[config.mk]
export PLATFORM = sky130hd
export DESIGN_NAME = pong_scan_render
export DESIGN_NICKNAME = d
export VERILOG_FILES = /design/src/rtl/pong_scan_render.sv
export SDC_FILE = /design/constraint.sdc
export NUM_CORES = 1
export LEC_CHECK = 0
export CAP_MARGIN = 20
export CORE_MARGIN = 1.5
export CORE_UTILIZATION = 45
export CTS_BUF_LIST = sky130_fd_sc_hd__clkbuf_4
export DETAILED_ROUTE_END_ITERATION = 10
export PLACE_DENSITY_LB_ADDON = 0.25
export REMOVE_ABC_BUFFERS = 1
export SLEW_MARGIN = 20
export SYNTH_ARGS = -nofsm -noshare
export SYNTH_HDL_FRONTEND = slang
export SYNTH_SLANG_ARGS = --single-unit
[constraint.sdc]
create_clock -name clk -period 9.8 [get_ports clk]
set_clock_uncertainty 0.05 [all_clocks]
set_input_delay 1.47 -clock clk [delete_from_list [all_inputs] [get_ports clk]]
set_output_delay 1.47 -clock clk [all_outputs]
set_load 0.005 [all_outputs]
[src/rtl/pong_scan_render.sv]
// Row-scanned renderer for a WIDTH x WIDTH pong matrix: four edge paddles, lit corners and a ball,
// presented one registered row at a time, with paddle-neighbourhood flags around the ball.
module pong_scan_render #(
  parameter int WIDTH        = 8,
  parameter int BIT_OF_WIDTH = 3,
  parameter int SIZE         = 2,
  parameter int SCAN_DIV     = 4
) (
  input  logic                      clk,
  input  logic                      reset,
  input  logic                      enable,
  input  logic [BIT_OF_WIDTH-1:0]   player_top,
  input  logic [BIT_OF_WIDTH-1:0]   player_down,
  input  logic [BIT_OF_WIDTH-1:0]   player_left,
  input  logic [BIT_OF_WIDTH-1:0]   player_right,
  input  logic [2*BIT_OF_WIDTH-1:0] pos_ball,
  output logic [WIDTH-1:0]          row_data,
  output logic [BIT_OF_WIDTH-1:0]   row_sel,
  output logic                      frame_start,
  output logic [2:0]                near_top,
  output logic [2:0]                near_down,
  output logic [2:0]                near_left,
  output logic [2:0]                near_right
);

  localparam int B  = BIT_OF_WIDTH;
  localparam int PW = (SCAN_DIV > 1) ? $clog2(SCAN_DIV) : 1;

  typedef enum logic {IDLE, SCAN} state_t;

  typedef struct packed {
    logic [B-1:0] top;
    logic [B-1:0] down;
    logic [B-1:0] left;
    logic [B-1:0] right;
    logic [B-1:0] bx;
    logic [B-1:0] by;
  } snap_t;

  state_t        state, state_next;
  snap_t         snap, live, src;
  logic [PW-1:0] presc;
  logic          running;
  logic          wrap, new_frame, advance;
  logic [B-1:0]  row_next;
  logic [WIDTH-1:0] row_data_next;
  logic [2:0]    near_top_next, near_down_next, near_left_next, near_right_next;
  int            bx_i, by_i;

  function automatic int clamp(input logic [B-1:0] p);
    int v;
    v = int'(p);
    return (v > WIDTH - SIZE) ? WIDTH - SIZE : v;
  endfunction

  function automatic logic in_paddle(input int i, input logic [B-1:0] p);
    return (i >= clamp(p)) && (i < clamp(p) + SIZE);
  endfunction

  // Border pixel (paddles and corners, no ball); anything off the matrix reads dark.
  function automatic logic border_px(input int r, input int c, input snap_t s);
    logic px;
    if (r < 0 || r >= WIDTH || c < 0 || c >= WIDTH) return 1'b0;
    px = 1'b0;
    if (r == 0 && in_paddle(c, s.top)) px = 1'b1;
    if (r == WIDTH - 1 && in_paddle(c, s.down)) px = 1'b1;
    if (c == 0 && in_paddle(r, s.left)) px = 1'b1;
    if (c == WIDTH - 1 && in_paddle(r, s.right)) px = 1'b1;
    if ((r == 0 || r == WIDTH - 1) && (c == 0 || c == WIDTH - 1)) px = 1'b1;
    return px;
  endfunction

  function automatic logic [WIDTH-1:0] render_row(input int r, input snap_t s);
    logic [WIDTH-1:0] row;
    for (int c = 0; c < WIDTH; c++)
      row[c] = border_px(r, c, s) | ((int'(s.bx) == c) && (int'(s.by) == r));
    return row;
  endfunction

  always_ff @(posedge clk or posedge reset) begin
    if (reset) state <= IDLE;
    else       state <= state_next;
  end

  always_comb begin
    state_next = state;
    case (state)
      IDLE:    if (enable)  state_next = SCAN;
      SCAN:    if (!enable) state_next = IDLE;
      default: state_next = IDLE;
    endcase
  end

  // A new frame starts either on the first scanning cycle or when the last row wraps.
  always_comb begin
    live      = '{top: player_top, down: player_down, left: player_left,
                  right: player_right, bx: pos_ball[2*B-1:B], by: pos_ball[B-1:0]};
    wrap      = (presc == PW'(SCAN_DIV - 1));
    new_frame = (state == SCAN) && enable &&
                (!running || (wrap && (int'(row_sel) == WIDTH - 1)));
    advance   = (state == SCAN) && enable && (!running || wrap);
    src       = new_frame ? live : snap;
    row_next  = new_frame ? '0 : row_sel + 1'b1;
    row_data_next = render_row(int'(row_next), src);
    bx_i = int'(src.bx);
    by_i = int'(src.by);
    near_top_next   = (by_i == 1) ?
      {border_px(0, bx_i + 1, src), border_px(0, bx_i, src), border_px(0, bx_i - 1, src)} : 3'b0;
    near_down_next  = (by_i == WIDTH - 2) ?
      {border_px(WIDTH - 1, bx_i + 1, src), border_px(WIDTH - 1, bx_i, src),
       border_px(WIDTH - 1, bx_i - 1, src)} : 3'b0;
    near_left_next  = (bx_i == 1) ?
      {border_px(by_i + 1, 0, src), border_px(by_i, 0, src), border_px(by_i - 1, 0, src)} : 3'b0;
    near_right_next = (bx_i == WIDTH - 2) ?
      {border_px(by_i + 1, WIDTH - 1, src), border_px(by_i, WIDTH - 1, src),
       border_px(by_i - 1, WIDTH - 1, src)} : 3'b0;
  end

  always_ff @(posedge clk or posedge reset) begin
    if (reset) begin
      running     <= 1'b0;
      presc       <= '0;
      row_sel     <= '0;
      row_data    <= '0;
      frame_start <= 1'b0;
      snap        <= '0;
      near_top    <= '0;
      near_down   <= '0;
      near_left   <= '0;
      near_right  <= '0;
    end else if (state == SCAN && enable) begin
      running     <= 1'b1;
      frame_start <= new_frame;
      if (advance) begin
        presc    <= '0;
        row_sel  <= row_next;
        row_data <= row_data_next;
      end else begin
        presc <= presc + 1'b1;
      end
      if (new_frame) begin
        snap       <= live;
        near_top   <= near_top_next;
        near_down  <= near_down_next;
        near_left  <= near_left_next;
        near_right <= near_right_next;
      end
    end else begin
      running     <= 1'b0;
      presc       <= '0;
      row_sel     <= '0;
      row_data    <= '0;
      frame_start <= 1'b0;
    end
  end

endmodule

; ---- After elaboration in Yosys (flattened, before gate mapping)
; Cells that the tools add are included.
[totals]
ff_bits = 46
inputBits = 21
out_inout_bits = 24
[op_classes]
muxes = 103
n_eq_ne = 19
n_reduce_logical = 108
bitwise = 8
magnitude_cmp = 80
n_addsub = 10
[ops]
columns = cell, n
row1 = $lt 4x32->1 const A, 10
row2 = $ge 4x32->1 const A, 8
row3 = $lt 4x32->1, 8
row4 = $ge 4x32->1, 5
row5 = $lt 32x32->1, 5
row6 = $add 32x3->32 const B, 4
row7 = $ge 1x32->1 const A, 4
row8 = $ge 3x32->1 const A, 4
row9 = $logic_not 32->1, 4
row10 = $lt 1x32->1 const A, 4
row11 = $lt 3x32->1 const A, 4
row12 = $ge 32x32->1, 3
row13 = $mux 1, 87
row14 = $logic_and 1x1->1, 86
row15 = $ge 2x32->1 const A, 2
row16 = $ge 5x32->1, 2
row17 = $lt 2x32->1 const A, 2
row18 = $mux 3, 11
row19 = $eq 32x4->1 const B, 1
row20 = $ge 32x4->1, 1
row21 = $ge 32x5->1 const B, 1
row22 = $lt 32x1->1 const B, 1
row23 = $lt 5x32->1, 1
row24 = $mux 18, 1
row25 = 26 further kinds, 69

; ---- Logic depth before layout (Yosys ltp)
; Gate-level depths: netlist of run 1.
[logic_depth]
depth_word = 18
ltp_mapped = 19
mapped_depth_nobuf = 17

; ---- Least setup slack after synthesis of run 1
; No wires, ideal clock.
[synth_path]
path_kind = input-to-reg
from = input port enable
to = register near_left[2]
t_arrival_ns = 4.170
slack_ns = 5.459
setup_ns = 0.122
stages = 15
required_ns = 9.628
cell_sequence = nand2_1 -> inv_1 -> nand2_8 -> inv_6 -> buf_6 -> mux2i_1 -> inv_1 -> ha_1 -> ha_1 -> ha_1 -> o21a_1 -> o21ai_0 -> o21ai_0 -> o21ai_0 -> a32o_1
[synth_lines]
columns = element, line_no
row1 = "start, declared", 11  ; input logic enable,
row2 = "end signal, assigned", 145  ; near_left <= near_left_next;
row3 = "end, declared", 22  ; output logic [2:0] near_left,

==> results.json, run 1 <==
{
  "status": "complete, no violations",
  "synthTopCellsByArea": "ha_1, dfrtp_1, inv_1",
  "drc_errors": 0,
  "ys_seq_elements": 46,
  "yosys_warnings": 0,
  "tns_ns": 0,
  "m1WireLength_mm": 5.58,
  "cts_tree": "yes",
  "r2r_start": "row_sel[0]$_DFFE_PP0P_",
  "cts_root_buf": "clkbuf_4",
  "grt_pass1_vias": 3661,
  "synth_edf_count": 0,
  "core_area_sq_um": 9330,
  "combPwrFrac_pct": 56.5,
  "powerDensity_nw_per_um2": 160,
  "rsz0062_at_grt": "false",
  "slew_viol_final": 0,
  "p_switching_uw": 341,
  "p_int_uw": 466,
  "path_max_fanout": 41,
  "antenna_found_initial": 0,
  "clkPwrFrac_pct": 15.9,
  "ant_nets": 0,
  "drt_iter0_drc": 184,
  "slowest_stage": "mux2i_1",
  "top_layer": "met4",
  "p_sw_share_pct": 42.2,
  "fin_cells": 639,
  "placed_area_sq_um": 4940,
  "seq_area_frac_synth_pct": 26.2,
  "synth.most_common_cell": "ha_1",
  "final_nets": 638,
  "vias_per_cell": 5.65,
  "rows": 35,
  "synth_flop_cell": "dfrtp_1",
  "met2_length_mm": 4.81,
  "dp.cells": 631,
  "power_uw": 807,
  "wl_mm": 11.0,
  "diodes": 0,
  "grt_first_pass_wirelength_mm": 18.6,
  "wl_per_cell_um": 17.2,
  "post_cts_resized": 0,
  "crit_chain": "clkdlybuf4s50_1 > nand2_1 > inv_1 > nand2_8 > inv_6 > mux2i_1 > inv_1 > ha_1 > ha_1 > ha_1 > o21a_1 > o21ai_0 > o21ai_0 > o21ai_0 > a32o_1",
  "initial_core_util_pct": 47.0,
  "cts_setup_buffers": 0,
  "hp-start": "presc[0]$_DFF_PP0_",
  "pre_cts_ws_ns": 4.11,
  "ff2ff_path_depth": 15,
  "mappedNetlistArea_sq_um": 4390,
  "whs_ns": 0.411,
  "grt_max_degree": 47,
  "cp_num_buf_inv": 4,
  "power_frac_seq_pct": 27.6,
  "fmax_mhz": 188,
  "syn-instance-count": 465,
  "slew_headroom_pct": 34.4,
  "cts_buffer_depth": 2,
  "final_util_pct": 53.9,
  "vias": 3611,
  "crit_required_ns": 10.06,
  "cts_buffers": 5,
  "min_to": "presc[0]$_DFF_PP0_",
  "holdBufCountCts": 0,
  "ir_drop_mv": 0.0602,
  "gp_congestion": 0.877,
  "yosysUniqueCellTypes": 51,
  "grt_use_total_pct": 23.0,
  "hpwl_mm": 8.50,
  "htreeDepth": 2,
  "min_period_over_period_pct": 54.2,
  "tightest_slew_ns": 0.957,
  "synth_top_area_cell": "ha_1",
  "hp-class": "flip-flop to flip-flop",
  "cts.clk_slew.worst_paths_ns": 0.15,
  "r2r-end": "near_right[2]$_DFFE_PP0P_",
  "port_buffers": 44,
  "async_reset_ff_share_pct": 100,
  "dieHeight_um": 102,
  "drive_gt1_share_pct": 4.71,
  "dieArea_sq_um": 10400,
  "worstSetupPathType": "input port to flip-flop",
  "report.final.setup_viol": 0,
  "start_kind": "input port",
  "synth_top_area_share_pct": 30.8,
  "reg2reg_slack_ns": 5.34,
  "synthTopCellsByCount": "ha_1, inv_1, dfrtp_1",
  "p_leak_nw": 2.56,
  "fin_area_sq_um": 5030,
  "die_width_um": 102,
  "worstPathArrival_ns": 5.57,
  "timing.final.ws_setup_ns": 4.49,
  "cts.sinks": 46,
  "hold_violations": 0,
  "syn_avg_cell_area_sq_um": 9.43,
  "worstSkewPairLatency_ns": 0.38,
  "maxCapViolCount": 0,
  "slowest_delay_ns": 0.68,
  "hold_path_depth": 1,
  "area_growth_pct": 14.6,
  "path_delay_family": "buffers and inverters",
  "overflow": 0,
  "wl_met3_um": 483,
  "endpoint_kind": "flip-flop",
  "first_pass_iters": 4,
  "io_pins": 45,
  "min_period_ns": 5.31
}
final cells by class:
cell class              instances  area (sq um)
fillers                       846          4300
multi-input cells             360          2990
flip-flops and latches         46          1150
repair buffers                 44           440
inverters                      52           201
well taps                     129           161
clock buffers                   6          45.0
clock inverters                 2          37.5
cell usage in the layout, fill, tap and decap left out, drive strengths merged, types with 2 or more instances in the layout:
cell type,n
o21ai,20
and3,3
nor2b,5
o22ai,9
clkbuf,6
a21oi,34
a22o,12
nor3b,2
o2111ai,2
nand2,46
mux2,4
ha,108
inv,51
nand3b,4
mux2i,13
o22a,2
a32o,4
nor3,7
nor2,11
clkdlybuf4s50,44
o21a,19
a21o,12
a31oi,7
o211ai,4
nand3,7
a32oi,2
a211oi,3
xnor2,2
dfrtp,46
and2,4
nand2b,2
o31ai,2
layer usage:
| metal | vias to the layer above | GRT usage (%) |
|---|---|---|
| met3 | 13 | 2.42 |
| met1 | 1735 | 34.0 |
| li1 | 1753 | - |
| met4 | 0 | 5.45 |
| met5 | - | 0 |
| met2 | 110 | 35.8 |
cells by family after synthesis:
logic type	count (synthesis)	synth area share (%)
compound gates	137	21.5
xor+xnor	3	0.599
fa+ha+maj	108	30.8
buf+inv	59	5.56
flops	46	26.2
mux	17	4.45
simple gates	95	10.9
power by group through the flow:
stage | combinational [mW] | clock (mW) | sequential [mW]
floorplan | 0.320 | 0 | 0.224
global placement | 0.429 | 0 | 0.226
detailed placement | 0.447 | 0 | 0.226
CTS | 0.452 | 0.131 | 0.223
global route | 0.517 | 0.137 | 0.226
finish | 0.456 | 0.128 | 0.223
registers in the layout, summed over array words and instances (netlist names), 2 cells and up:
name and cells:
snap 18, near_left 3, row_data 8, near_down 3, near_right 3, near_top 3
presc 2, row_sel 3
worst max path at each step:
stage           start                        end  slack [ns]  cells past startpoint
2_1_floorplan  enable   near_down[2]$_DFFE_PP0P_        5.31                     13
3_3_place_gp   enable  near_right[2]$_DFFE_PP0P_        4.29                     14
3_5_place_dp   enable  near_right[2]$_DFFE_PP0P_        4.11                     15
4_1_cts        enable  near_right[2]$_DFFE_PP0P_        4.50                     15
5_1_grt        enable   near_left[2]$_DFFE_PP0P_        4.16                     15
6_report       enable  near_right[2]$_DFFE_PP0P_        4.49                     15
No activity file was read; power rests on OpenSTA's default activity.
==> run 2, diff against run 1 <==
Clock period 9.8 ns to 4.7 ns, I/O delays scaled along.
==> results.json, run 2 (synthesis results as in run 1) <==
{
  "grt_pass1_vias": 3612,
  "cp_common_cell": "ha_1",
  "endpoint_kind": "flip-flop",
  "crit_required_ns": 4.98,
  "hold_violations": 0,
  "min_period_over_period_pct": 85.6,
  "maxCapViolCount": 0,
  "r2r-end": "near_right[2]$_DFFE_PP0P_",
  "powerDensity_nw_per_um2": 340,
  "die_width_um": 102,
  "largest_reg_flops": 18,
  "worstPathArrival_ns": 4.31,
  "cts.sinks": 46,
  "drive_gt1_share_pct": 6.00,
  "vias_per_cell": 5.54,
  "dieHeight_um": 102,
  "drc_errors": 0,
  "drt_iter0_drc": 230,
  "grt_max_degree": 47,
  "register_area_sq_um": 1150,
  "wl_mm": 11.0,
  "crit_path_end": "near_right[2]$_DFFE_PP0P_",
  "hp-start": "presc[0]$_DFF_PP0_",
  "crit_chain": "ha_1 > ha_1 > a21bo_4 > nand2_8 > mux2i_1 > inv_1 > ha_1 > ha_1 > ha_1 > o21a_1 > o21ai_0 > o21ai_0 > o21ai_0 > a32o_1",
  "dieArea_sq_um": 10400,
  "report.final.setup_viol": 0,
  "cts_root_buf": "clkbuf_4",
  "hpwl_mm": 8.56,
  "antenna_found_initial": 0,
  "cts_buffer_depth": 2,
  "top_register": "snap",
  "hp-class": "flip-flop to flip-flop",
  "diodes": 0,
  "tns_ns": 0,
  "r2r_start": "row_sel[0]$_DFFE_PP0P_",
  "fmax_mhz": 249,
  "io_pins": 45,
  "start_kind": "flip-flop",
  "wl_per_cell_um": 17.1,
  "port_buffers": 44,
  "gp_congestion": 0.894,
  "reg2reg_slack_ns": 0.68,
  "whs_ns": 0.412,
  "overflow": 0,
  "worstSkewPairLatency_ns": 0.38,
  "area_growth_pct": 16.4,
  "n_fill_cell": 865,
  "slowest_delay_ns": 0.51,
  "reg_top3": "snap (18), row_data (8)",
  "p_leak_nw": 2.61,
  "most-common-layout-cells": "ha_1, inv_1, dfrtp_1, nand2_1, clkdlybuf4s50_1",
  "multi_input_area_sq_um": 2990,
  "initial_core_util_pct": 47.0,
  "cts_buffers": 5,
  "slew_viol_final": 0,
  "holdBufCountCts": 0,
  "status": "complete, no violations",
  "first_pass_iters": 4,
  "rsz0062_at_grt": "false",
  "slew_headroom_pct": 44.7,
  "slowest_stage": "dfrtp_1",
  "min_period_ns": 4.02,
  "cts_tree": "yes",
  "vias": 3582,
  "ir_drop_mv": 0.207,
  "startpoint": "row_sel[0]$_DFFE_PP0P_",
  "post_cts_resized": 0,
  "ant_nets": 0,
  "ff2ff_path_depth": 14,
  "rows": 35,
  "cts_setup_buffers": 0,
  "grt_first_pass_wirelength_mm": 18.2,
  "htreeDepth": 2,
  "core_area_sq_um": 9330,
  "mostFrequentLayoutCell": "ha_1",
  "path_max_fanout": 14,
  "grt_use_total_pct": 22.8,
  "tightest_slew_ns": 0.827,
  "final_nets": 645,
  "cts.clk_slew.worst_paths_ns": 0.16,
  "worstSetupPathType": "flip-flop to flip-flop"
}
==> run 2: how the worst min path moves through the flow <==
stage / to / slack (ns) / cells past startpoint
finish: presc[0]$_DFF_PP0_ / 0.41 / 1
CTS: presc[0]$_DFF_PP0_ / 0.42 / 1
global placement: presc[0]$_DFF_PP0_ / 0.38 / 1
floorplan: presc[0]$_DFF_PP0_ / 0.36 / 1
global route: presc[0]$_DFF_PP0_ / 0.42 / 1
detailed placement: presc[0]$_DFF_PP0_ / 0.40 / 1
==> run 2: per-stage QoR <==
step	cells	instance area, sq um	total power [mW]	util, %	setup WS [ns]
floorplan	458	4340	1.13	-	0.974
global placement	638	5000	1.39	53.6	0.506
detailed placement	638	5000	1.41	53.6	0.418
CTS	646	5100	1.74	54.7	0.712
global route	646	5100	1.89	54.7	0.410
finish	646	5100	1.74	54.7	0.676
==> run 2: area by class of cell <==
| class | instances | share of cell area, % |
|---|---|---|
| clock buffer | 5 | 0.735 |
| clock inverter | 3 | 1.35 |
| inverter | 52 | 3.95 |
| multi-input combinational | 360 | 58.6 |
| sequential | 46 | 22.5 |
| tap | 129 | 3.16 |
| timing repair buffer | 51 | 9.66 |
==> run 2: critical path, delay by kind of cell (launching register included) <==
family | cells | cell delay (ns)
buf+inv | 1 | 0.31
fa+ha+maj | 5 | 1.47
flops | 1 | 0.51
simple gates | 1 | 0.14
compound gates | 6 | 0.98
mux | 1 | 0.50
==> run 2: report_power, final <==
part / internal [mW] / switching [mW] / leakage [nW]
clock: 0.167 / 0.147 / 0.0554
combinational: 0.424 / 0.533 / 1.96
sequential: 0.439 / 0.0259 / 0.601
total: 1.03 / 0.706 / 2.61
==> run 2: layer usage <==
layer | global-route usage, % | wire, um | vias up
li1 | - | - | 1772
met1 | 33.8 | 5590 | 1690
met2 | 35.1 | 4760 | 109
met3 | 3.24 | 538 | 11
met4 | 5.24 | 130 | 0
met5 | 0 | 0 | -
